$ cat src/rtl/axi_pkg.sv
// Shared AXI4-Lite definitions: response codes, register map of the companion slave,
// the master FSM state type and a saturating counter helper.
package axi_pkg;

  localparam logic [1:0] RESP_OKAY   = 2'b00;
  localparam logic [1:0] RESP_EXOKAY = 2'b01;
  localparam logic [1:0] RESP_SLVERR = 2'b10;
  localparam logic [1:0] RESP_DECERR = 2'b11;

  localparam logic [31:0] REG_CTRL_OFFSET    = 32'h0000_0000;
  localparam logic [31:0] REG_VERSION_OFFSET = 32'h0000_0004;
  localparam logic [31:0] REG_SCRATCH_OFFSET = 32'h0000_0008;

  localparam logic [31:0] IP_VERSION = 32'h0001_0002;

  typedef enum logic [1:0] {
    StIdle = 2'b00,
    StWr   = 2'b01,
    StRd   = 2'b10,
    StRsp  = 2'b11
  } axi4l_mst_state_e;

  function automatic logic [15:0] sat_inc16(input logic [15:0] value);
    return (value == 16'hFFFF) ? value : value + 16'd1;
  endfunction

endpackage

$ cat src/rtl/axi4_lite_if.sv
// AXI4-Lite bus bundle with master and slave views.
interface axi4_lite_if #(
  parameter int unsigned ADDR_WIDTH = 32,
  parameter int unsigned DATA_WIDTH = 32
);
  localparam int unsigned STRB_WIDTH = DATA_WIDTH / 8;

  logic [ADDR_WIDTH-1:0] awaddr;
  logic [2:0]            awprot;
  logic                  awvalid;
  logic                  awready;

  logic [DATA_WIDTH-1:0] wdata;
  logic [STRB_WIDTH-1:0] wstrb;
  logic                  wvalid;
  logic                  wready;

  logic [1:0]            bresp;
  logic                  bvalid;
  logic                  bready;

  logic [ADDR_WIDTH-1:0] araddr;
  logic [2:0]            arprot;
  logic                  arvalid;
  logic                  arready;

  logic [DATA_WIDTH-1:0] rdata;
  logic [1:0]            rresp;
  logic                  rvalid;
  logic                  rready;

  modport master (
    output awaddr, awprot, awvalid,
    input  awready,
    output wdata, wstrb, wvalid,
    input  wready,
    input  bresp, bvalid,
    output bready,
    output araddr, arprot, arvalid,
    input  arready,
    input  rdata, rresp, rvalid,
    output rready
  );

  modport slave (
    input  awaddr, awprot, awvalid,
    output awready,
    input  wdata, wstrb, wvalid,
    output wready,
    output bresp, bvalid,
    input  bready,
    input  araddr, arprot, arvalid,
    output arready,
    output rdata, rresp, rvalid,
    input  rready
  );

endinterface

$ cat src/rtl/axi4_lite_master.sv
// Single-outstanding AXI4-Lite master: takes one command, runs the AXI transfer and holds
// the response (with its measured latency) until the consumer takes it.
module axi4_lite_master
  import axi_pkg::*;
#(
  parameter int unsigned ADDR_WIDTH = 32,
  parameter int unsigned DATA_WIDTH = 32
) (
  input  logic                    aclk,
  input  logic                    areset,

  input  logic                    cmd_valid,
  output logic                    cmd_ready,
  input  logic                    cmd_write,
  input  logic [ADDR_WIDTH-1:0]   cmd_addr,
  input  logic [DATA_WIDTH-1:0]   cmd_wdata,
  input  logic [DATA_WIDTH/8-1:0] cmd_wstrb,

  output logic                    rsp_valid,
  input  logic                    rsp_ready,
  output logic                    rsp_write,
  output logic [DATA_WIDTH-1:0]   rsp_rdata,
  output logic [1:0]              rsp_resp,
  output logic [15:0]             rsp_cycles,

  axi4_lite_if.master             mst
);

  localparam int unsigned STRB_WIDTH = DATA_WIDTH / 8;

  axi4l_mst_state_e      state_q;
  logic                  cmd_ready_q;
  logic                  awvalid_q;
  logic                  wvalid_q;
  logic                  bready_q;
  logic                  arvalid_q;
  logic                  rready_q;
  logic                  rsp_valid_q;
  logic                  rsp_write_q;
  logic [DATA_WIDTH-1:0] rsp_rdata_q;
  logic [1:0]            rsp_resp_q;
  logic [15:0]           rsp_cycles_q;
  logic [ADDR_WIDTH-1:0] addr_q;
  logic [DATA_WIDTH-1:0] wdata_q;
  logic [STRB_WIDTH-1:0] wstrb_q;

  always_ff @(posedge aclk) begin
    if (areset) begin
      state_q      <= StIdle;
      cmd_ready_q  <= 1'b0;
      awvalid_q    <= 1'b0;
      wvalid_q     <= 1'b0;
      bready_q     <= 1'b0;
      arvalid_q    <= 1'b0;
      rready_q     <= 1'b0;
      rsp_valid_q  <= 1'b0;
      rsp_write_q  <= 1'b0;
      rsp_rdata_q  <= '0;
      rsp_resp_q   <= 2'b00;
      rsp_cycles_q <= 16'd0;
      addr_q       <= '0;
      wdata_q      <= '0;
      wstrb_q      <= '0;
    end else begin
      case (state_q)
        StIdle: begin
          cmd_ready_q <= 1'b1;
          if (cmd_valid && cmd_ready_q) begin
            cmd_ready_q  <= 1'b0;
            addr_q       <= cmd_addr;
            wdata_q      <= cmd_wdata;
            wstrb_q      <= cmd_wstrb;
            rsp_write_q  <= cmd_write;
            rsp_cycles_q <= 16'd0;
            if (cmd_write) begin
              state_q   <= StWr;
              awvalid_q <= 1'b1;
              wvalid_q  <= 1'b1;
              bready_q  <= 1'b1;
            end else begin
              state_q   <= StRd;
              arvalid_q <= 1'b1;
              rready_q  <= 1'b1;
            end
          end
        end

        StWr: begin
          rsp_cycles_q <= sat_inc16(rsp_cycles_q);
          if (awvalid_q && mst.awready) awvalid_q <= 1'b0;
          if (wvalid_q && mst.wready) wvalid_q <= 1'b0;
          // An early B still ends the transfer; any unfinished AW/W is dropped with it.
          if (bready_q && mst.bvalid) begin
            awvalid_q   <= 1'b0;
            wvalid_q    <= 1'b0;
            bready_q    <= 1'b0;
            rsp_resp_q  <= mst.bresp;
            rsp_rdata_q <= '0;
            rsp_valid_q <= 1'b1;
            state_q     <= StRsp;
          end
        end

        StRd: begin
          rsp_cycles_q <= sat_inc16(rsp_cycles_q);
          if (arvalid_q && mst.arready) arvalid_q <= 1'b0;
          if (rready_q && mst.rvalid) begin
            arvalid_q   <= 1'b0;
            rready_q    <= 1'b0;
            rsp_resp_q  <= mst.rresp;
            rsp_rdata_q <= mst.rdata;
            rsp_valid_q <= 1'b1;
            state_q     <= StRsp;
          end
        end

        StRsp: begin
          if (rsp_ready) begin
            rsp_valid_q <= 1'b0;
            cmd_ready_q <= 1'b1;
            state_q     <= StIdle;
          end
        end

        default: begin
          state_q     <= StIdle;
          cmd_ready_q <= 1'b0;
          awvalid_q   <= 1'b0;
          wvalid_q    <= 1'b0;
          bready_q    <= 1'b0;
          arvalid_q   <= 1'b0;
          rready_q    <= 1'b0;
          rsp_valid_q <= 1'b0;
        end
      endcase
    end
  end

  assign cmd_ready  = cmd_ready_q;
  assign rsp_valid  = rsp_valid_q;
  assign rsp_write  = rsp_write_q;
  assign rsp_rdata  = rsp_rdata_q;
  assign rsp_resp   = rsp_resp_q;
  assign rsp_cycles = rsp_cycles_q;

  assign mst.awaddr  = addr_q;
  assign mst.awprot  = 3'b000;
  assign mst.awvalid = awvalid_q;
  assign mst.wdata   = wdata_q;
  assign mst.wstrb   = wstrb_q;
  assign mst.wvalid  = wvalid_q;
  assign mst.bready  = bready_q;
  assign mst.araddr  = addr_q;
  assign mst.arprot  = 3'b000;
  assign mst.arvalid = arvalid_q;
  assign mst.rready  = rready_q;

endmodule

$ cat src/flat_wrapper.sv
// flat-port wrapper written by rule: the top's interface ports become plain ports
module axi4_lite_master_flat import axi_pkg::*;
#(
  parameter int unsigned ADDR_WIDTH = 32,
  parameter int unsigned DATA_WIDTH = 32
)
  (aclk, areset, cmd_valid, cmd_ready, cmd_write, cmd_addr, cmd_wdata, cmd_wstrb, rsp_valid, rsp_ready, rsp_write, rsp_rdata, rsp_resp, rsp_cycles, mst_awaddr, mst_awprot, mst_awvalid, mst_awready, mst_wdata, mst_wstrb, mst_wvalid, mst_wready, mst_bresp, mst_bvalid, mst_bready, mst_araddr, mst_arprot, mst_arvalid, mst_arready, mst_rdata, mst_rresp, mst_rvalid, mst_rready);
  axi4_lite_if #(.ADDR_WIDTH(ADDR_WIDTH), .DATA_WIDTH(DATA_WIDTH)) mst_i ();
  input  logic aclk;
  input  logic areset;
  input  logic cmd_valid;
  output logic cmd_ready;
  input  logic cmd_write;
  input  logic [ADDR_WIDTH-1:0] cmd_addr;
  input  logic [DATA_WIDTH-1:0] cmd_wdata;
  input  logic [DATA_WIDTH/8-1:0] cmd_wstrb;
  output logic rsp_valid;
  input  logic rsp_ready;
  output logic rsp_write;
  output logic [DATA_WIDTH-1:0] rsp_rdata;
  output logic [1:0] rsp_resp;
  output logic [15:0] rsp_cycles;
  output wire logic [$bits(mst_i.awaddr)-1:0] mst_awaddr;
  output wire logic [$bits(mst_i.awprot)-1:0] mst_awprot;
  output wire logic [$bits(mst_i.awvalid)-1:0] mst_awvalid;
  input wire logic [$bits(mst_i.awready)-1:0] mst_awready;
  output wire logic [$bits(mst_i.wdata)-1:0] mst_wdata;
  output wire logic [$bits(mst_i.wstrb)-1:0] mst_wstrb;
  output wire logic [$bits(mst_i.wvalid)-1:0] mst_wvalid;
  input wire logic [$bits(mst_i.wready)-1:0] mst_wready;
  input wire logic [$bits(mst_i.bresp)-1:0] mst_bresp;
  input wire logic [$bits(mst_i.bvalid)-1:0] mst_bvalid;
  output wire logic [$bits(mst_i.bready)-1:0] mst_bready;
  output wire logic [$bits(mst_i.araddr)-1:0] mst_araddr;
  output wire logic [$bits(mst_i.arprot)-1:0] mst_arprot;
  output wire logic [$bits(mst_i.arvalid)-1:0] mst_arvalid;
  input wire logic [$bits(mst_i.arready)-1:0] mst_arready;
  input wire logic [$bits(mst_i.rdata)-1:0] mst_rdata;
  input wire logic [$bits(mst_i.rresp)-1:0] mst_rresp;
  input wire logic [$bits(mst_i.rvalid)-1:0] mst_rvalid;
  output wire logic [$bits(mst_i.rready)-1:0] mst_rready;
  assign mst_awaddr = mst_i.awaddr;
  assign mst_awprot = mst_i.awprot;
  assign mst_awvalid = mst_i.awvalid;
  assign mst_i.awready = mst_awready;
  assign mst_wdata = mst_i.wdata;
  assign mst_wstrb = mst_i.wstrb;
  assign mst_wvalid = mst_i.wvalid;
  assign mst_i.wready = mst_wready;
  assign mst_i.bresp = mst_bresp;
  assign mst_i.bvalid = mst_bvalid;
  assign mst_bready = mst_i.bready;
  assign mst_araddr = mst_i.araddr;
  assign mst_arprot = mst_i.arprot;
  assign mst_arvalid = mst_i.arvalid;
  assign mst_i.arready = mst_arready;
  assign mst_i.rdata = mst_rdata;
  assign mst_i.rresp = mst_rresp;
  assign mst_i.rvalid = mst_rvalid;
  assign mst_rready = mst_i.rready;
  axi4_lite_master #(.ADDR_WIDTH(ADDR_WIDTH), .DATA_WIDTH(DATA_WIDTH)) u_core (.aclk(aclk), .areset(areset), .cmd_valid(cmd_valid), .cmd_ready(cmd_ready), .cmd_write(cmd_write), .cmd_addr(cmd_addr), .cmd_wdata(cmd_wdata), .cmd_wstrb(cmd_wstrb), .rsp_valid(rsp_valid), .rsp_ready(rsp_ready), .rsp_write(rsp_write), .rsp_rdata(rsp_rdata), .rsp_resp(rsp_resp), .rsp_cycles(rsp_cycles), .mst(mst_i));
endmodule
$ cat config.mk
export PLATFORM = sky130hd
export DESIGN_NAME = axi4_lite_master_flat
export DESIGN_NICKNAME = d
export VERILOG_FILES = /design/src/rtl/axi_pkg.sv /design/src/rtl/axi4_lite_if.sv /design/src/rtl/axi4_lite_master.sv /design/src/flat_wrapper.sv
export SDC_FILE = /design/constraint.sdc
export NUM_CORES = 1
export LEC_CHECK = 0
export BUFFER_PORTS_ARGS = -buffer_cell sky130_fd_sc_hd__buf_2
export CAP_MARGIN = 20
export CORE_ASPECT_RATIO = 1.4
export CORE_MARGIN = 2
export CORE_UTILIZATION = 47
export CTS_BUF_LIST = sky130_fd_sc_hd__clkbuf_8
export CTS_CLUSTER_SIZE = 12
export DETAILED_ROUTE_END_ITERATION = 16
export GPL_ROUTABILITY_DRIVEN = 0
export HOLD_SLACK_MARGIN = 0.05
export PLACE_DENSITY = 0.9
export SYNTH_ARGS = -nofsm -noshare
export SYNTH_HDL_FRONTEND = slang
export SYNTH_SLANG_ARGS = --single-unit
export TNS_END_PERCENT = 20
$ cat constraint.sdc
create_clock -name aclk -period 3 [get_ports aclk]
set_clock_uncertainty 0.15 [all_clocks]
set_input_delay 0.3 -clock aclk [delete_from_list [all_inputs] [get_ports aclk]]
set_output_delay 0.3 -clock aclk [all_outputs]
set_load 0.01 [all_outputs]
# ---- Word level (Yosys, flattened, before mapping)
# Cells that the tools add are included.
# Widths: inputs -> output; s select.
dict set report totals {
  regBits 128
  inputBits 114
  out_inout_bits 164
  wordCells 94
}
dict set report classes {
  addsub 1
  n_eq_ne 14
  mux 39
  n_reduce_logical 25
}
# op n
set op_table {}
lappend op_table {{$mux 32} 2}
lappend op_table {{$pmux 32 s2} 1}
lappend op_table {{$mux 16} 2}
lappend op_table {{$pmux 16 s2} 1}
lappend op_table {{$reduce_and 4->1} 7}
lappend op_table {{$mux 1} 17}
lappend op_table {{$add 16x1->16 const B} 1}
lappend op_table {{$eq 16x16->1 const B} 1}
lappend op_table {{$mux 2} 7}
lappend op_table {{$pmux 1 s2} 6}
lappend op_table {{$reduce_bool 2->1} 5}
lappend op_table {{$ne 3x1->1 const B} 3}
lappend op_table {{$ne 2x2->1 const B} 4}
lappend op_table {{$pmux 2 s4} 1}
lappend op_table {{$logic_and 1x1->1} 6}
lappend op_table {{$ne 2x1->1 const B} 3}
lappend op_table {{$reduce_and 3->1} 2}
lappend op_table {{$eq 2x2->1 const B} 2}
lappend op_table {{$pmux 2 s2} 1}
lappend op_table {{$reduce_and 2->1} 2}
lappend op_table {{$pmux 1 s3} 1}
lappend op_table {{$reduce_bool 3->1} 1}
lappend op_table {{$eq 2x1->1 const B} 1}
lappend op_table {{$logic_not 2->1} 1}
lappend op_table {{$reduce_or 2->1} 1}

# ---- Logic depth before layout (Yosys ltp)
dict set report depth {
  word_depth 4
  mapped_depth 9
}

# ---- Worst setup path after synthesis
# OpenSTA, ideal clock, no wires.
dict set report synth_path {
  path_type {flip-flop to flip-flop}
  startpoint {register u_core.rsp_cycles_q[0], in the netlist u_core.rsp_cycles[0]}
  endpoint {register u_core.rsp_cycles_q[2], in the netlist u_core.rsp_cycles[2]}
  setup_time_ns 0.142
  arrival_ns 1.846
  required_time_ns 2.708
  slack_ns 0.862
  path_stages_with_launch 8
  path_cell_list {dfxtp_1 > ha_1 > nand4_4 > or4_1 > buf_2 > buf_6 > a31oi_1 > a311oi_1}
}
dict set report synth_between {
  elab_chain_len 3
}
# element line
set synth_rtl {}
lappend synth_rtl {{start: declaration} axi4_lite_master.sv:42} ;# logic [15:0] rsp_cycles_q;
lappend synth_rtl {{start signal: assignment} axi4_lite_master.sv:89} ;# rsp_cycles_q <= sat_inc16(rsp_cycles_q);
lappend synth_rtl {{start signal: assignment} axi4_lite_master.sv:105} ;# rsp_cycles_q <= sat_inc16(rsp_cycles_q);
lappend synth_rtl {{$add 16x1->16 or $eq 16x16->1 (tied branches)} axi_pkg.sv:24} ;# return (value == 16'hFFFF) ? value : value + 16'd1;
lappend synth_rtl {{$mux 16 or $ne 2x2->1 (tied branches)} -}
lappend synth_rtl {{$pmux 16 s2 or $reduce_and 3->1 (tied branches)} -}
# Parallel ways exist; a longest one is shown, timed or not. The select of a mux whose other input is x is not followed.
# A chain may end at the register's enable or synchronous reset.

# ---- Final worst setup path
dict set report layout_path {
  startpoint {register u_core.rsp_cycles_q[0], in the netlist u_core.rsp_cycles[0]}
  endpoint {register u_core.rsp_cycles_q[12], in the netlist u_core.rsp_cycles[12]}
}
# The elaborated chain is that of the path after synthesis.

==> results.md <==
* Post-CTS setup buffers at 0
* Worst slew pin tran at 0.695 ns
* Worst Slack Setup Final at 0.593 ns
* Asr flop ratio synth at 0%
* Routed met1 length at 6750 um
* Cell count of the worst hold path at 4
* Fin crit share at 80.2%
* Tightest Hold Check Type: in2reg
* Met3 WL at 1750 um
* Max-slew headroom at the worst pin at 53.5%
* Reg2Reg Capture Point: u_core.rsp_cycles[12]$_SDFFE_PP0P_
* Routed len/inst at 17.0 um
* Starting Density at 47.7%
* Share of cells above drive strength 1 at 31.9%
* Clock power frac at 26.7%
* Part of the power in registers at 37.4%
* Count leader, synth: nand2_1
* Register bit total from synthesis at 128
* 1st-iter DRT viols at 435
* Gr ovfl total at 0
* Setup Viol. Count Final at 0
* CP max FO at 15
* Vias in the first global route at 5880
* Largest net degree at the start of global routing at 70
* Gr usage total at 30.0%
* # IOs at 278
* Final std cells w/o fill at 1153
* Unique masters post-synth at 48
* Critical path type: reg2reg
* Setup slack, reg-to-reg at 0.59 ns
* Clock root buffer: clkbuf_8
* Global-route wire length before repair at 28900 um
* Critical path endpoint category: flip-flop
* Register area share after synthesis at 48.1%
* Die Y at 130 um
* Routed vias/inst at 5.45
* Post-synth EDFFs at 0
* Clock latency on the worst-skew pair at 0.42 ns
* Final wirelength at 19600 um
* Area Overhead vs Synth at 48.8%
* Resized cells post-CTS at 0
* Logic gate share of total power at 35.9%
* Worst setup SP type: flip-flop
* Endpoint of the worst hold path: u_core.mst.wvalid$_SDFFE_PP0P_
* DP HPWL at 11000 um
* Minimum clock period at 2.41 ns
* R2R depth at 5
* Pint at 3.39 mW
* Initial antenna violation count at 1
* Multi-input logic area at 2260 um^2
* Clock-pin slew on the worst setup and hold paths at 0.08 ns
* Final Hold Fails at 0
* Filler cells at 797
* Synth Instances at 672
* CTS tree: yes
* RSZ-0062 raised after global routing: no
* Uppermost layer routed: met4
* Most used DFF post-synth: dfxtp_1
* DIE AREA at 12200 um^2
* Dpl ws at 0.614 ns
* CTS Buf Count at 17
* Total leakage power at 3.62 nW
* Outcome: completed
* Slowest Stage Delay on Critical Path at 0.83 ns
* Sw Pwr at 2.18 mW
* Placed cell count at 1018
* Final Util at 71.0%
* Synth top area cells: dfxtp_1 (48%), nand2_1 (13%), a21oi_1 (11%)
* DR DRC count at 0
* CP Data Arrival Time at 2.58 ns
* Synthesized cell area at 5320 um^2
* Syn_area_per_cell at 7.92 um^2
* Critical-path top delay cell: or4_1
* Crit path cell chain: ha_1 -> nand4_4 -> or4_1 -> a311o_1 -> o41ai_1
* Slew Viols, Final at 0
* DIE WIDTH at 94.0 um
* Hold_sp: mst_wready
* Max-cap violations at 0
* Critical Path RT at 3.18 ns
* Site Rows at 46
* Core area at 11200 um^2
* DRT antenna net count at 0
* Fmax at 415 MHz
* Warnings from Yosys at 0
* TritonRoute pass-1 iters at 5
* Fin nets at 1113
* FF/Latch Area at 2560 um^2
* Routed via count at 6280
* Top cell type's share of synthesized area at 48.1%
* Sw Share at 39.1%
* Cell taking the most area after synthesis: dfxtp_1
* Pwr per Cell Area at 703 nW/um^2
* Reg2reg start: u_core.rsp_cycles[0]$_SDFFE_PP0P_
* Port Buf Inserts at 271
* Clock buffer depth at 2
* H-tree depth at 4
* VDD IR-drop max at 0.428 mV
* Clk sinks at 128
* Met2 WL post-DR at 9860 um
* Top cells by count, synth: nand2_1 (179), dfxtp_1 (128), a21oi_1 (112), clkbuf_1 (42), nand3_1 (40)
* Setup TNS at 0 ns
==> layout make-up <==
cell class,count,share of cell area [%]
clock inverters,15,2.02
repair buffers,384,31.2
inverters,13,0.616
clock buffers,17,2.95
well taps,144,2.27
flip-flops and latches,128,32.3
multi-input cells,450,28.5
diodes,2,0.0632
==> stage by stage <==
step | hold slack [ns] | total power [mW] | instance area [um^2]
6_report | 0.0807 | 5.57 | 7920
2_1_floorplan | 0.286 | 3.34 | 5340
3_3_place_gp | 0.284 | 3.89 | 6510
3_5_place_dp | 0.290 | 3.92 | 6510
5_1_grt | 0.0706 | 5.88 | 7920
4_1_cts | 0.0540 | 5.49 | 7920
==> routing by layer <==
| metal | global-route usage, % | vias to the layer above |
|---|---|---|
| met3 | 10.6 | 117 |
| met5 | 0 | - |
| met1 | 30.6 | 2848 |
| li1 | - | 2885 |
| met2 | 51.4 | 430 |
| met4 | 19.9 | 0 |
==> worst max-delay path: cells and delay by family (launching register included) <==
family,cells,cell delay (ns)
adder cells (fa/ha/maj),1,0.29
AO/OA/AOI/OAI,2,0.47
flip-flops,1,0.40
AND/OR/NAND/NOR,2,1.01
==> what timing repair did <==
action / 4_1_cts / 5_1_grt
endpoints found under the setup margin: 0 / 0
endpoints found under the hold margin: 102 / 0
hold buffers: 101 / 0
==> sequential cells by signal, summed over array words and instances (netlist names), 2 cells and up <==
| signal | flops |
|---|---|
| u_core.mst.wdata | 32 |
| u_core.rsp_rdata | 32 |
| u_core.mst.araddr | 32 |
| u_core.state_q | 2 |
| u_core.mst.wstrb | 4 |
| u_core.rsp_cycles | 16 |
| u_core.rsp_resp | 2 |
==> worst max-delay path by stage <==
stage                                      startpoint  slack (ns)                                 end
floorplan           u_core.rsp_cycles[0]$_SDFFE_PP0P_        0.86   u_core.rsp_cycles[2]$_SDFFE_PP0P_
global placement    u_core.rsp_cycles[0]$_SDFFE_PP0P_        0.66  u_core.rsp_cycles[12]$_SDFFE_PP0P_
detailed placement  u_core.rsp_cycles[0]$_SDFFE_PP0P_        0.61  u_core.rsp_cycles[12]$_SDFFE_PP0P_
CTS                 u_core.rsp_cycles[0]$_SDFFE_PP0P_        0.61  u_core.rsp_cycles[12]$_SDFFE_PP0P_
global route        u_core.rsp_cycles[0]$_SDFFE_PP0P_        0.49  u_core.rsp_cycles[12]$_SDFFE_PP0P_
finish              u_core.rsp_cycles[0]$_SDFFE_PP0P_        0.59  u_core.rsp_cycles[12]$_SDFFE_PP0P_
==> cells in the final DEF (no fill, tap or decap), drive strengths merged, types with 2 or more instances in the layout <==
cell         synthesis  final
mux2i                3      3
a211oi               4      4
clkinvlp             0      2
clkbuf              42     17
dfxtp              128    128
a21bo                3      3
a21boi               3      3
inv                 13     21
nand3               40     40
nand2b               3      3
buf                 44    283
diode                0      2
o21a                 2      2
a32o                 2      2
o41ai                3      3
nand2              179    179
o21ai               12     12
conb                 1      6
bufinv               0      2
a31oi                6      6
ha                   5      5
nor3                 5      5
nor4                 3      3
a311oi               7      7
and3                 4      4
nor2                18     18
or4                  2      2
clkinv               0      3
a21oi              112    112
nand4                9      9
o31ai                3      3
dlygate4sd3          0    101
==> cell families after synthesis <==
kind of cell,Yosys count,synth area share (%)
AO/OA/AOI/OAI,166,18.1
buffers and inverters,99,9.87
multiplexers,3,0.564
flip-flops,128,48.1
adder cells (fa/ha/maj),5,1.18
AND/OR/NAND/NOR,270,22.1
other,1,0.0704
==> power groups by stage <==
stage | Combinational [mW] | Clock, mW | Sequential [mW]
floorplan | 1.14 | 0 | 2.20
global placement | 1.79 | 0 | 2.09
detailed placement | 1.81 | 0 | 2.11
CTS | 1.92 | 1.50 | 2.07
global route | 2.18 | 1.59 | 2.11
finish | 2.00 | 1.49 | 2.08
No activity file was read; power rests on OpenSTA's default activity.
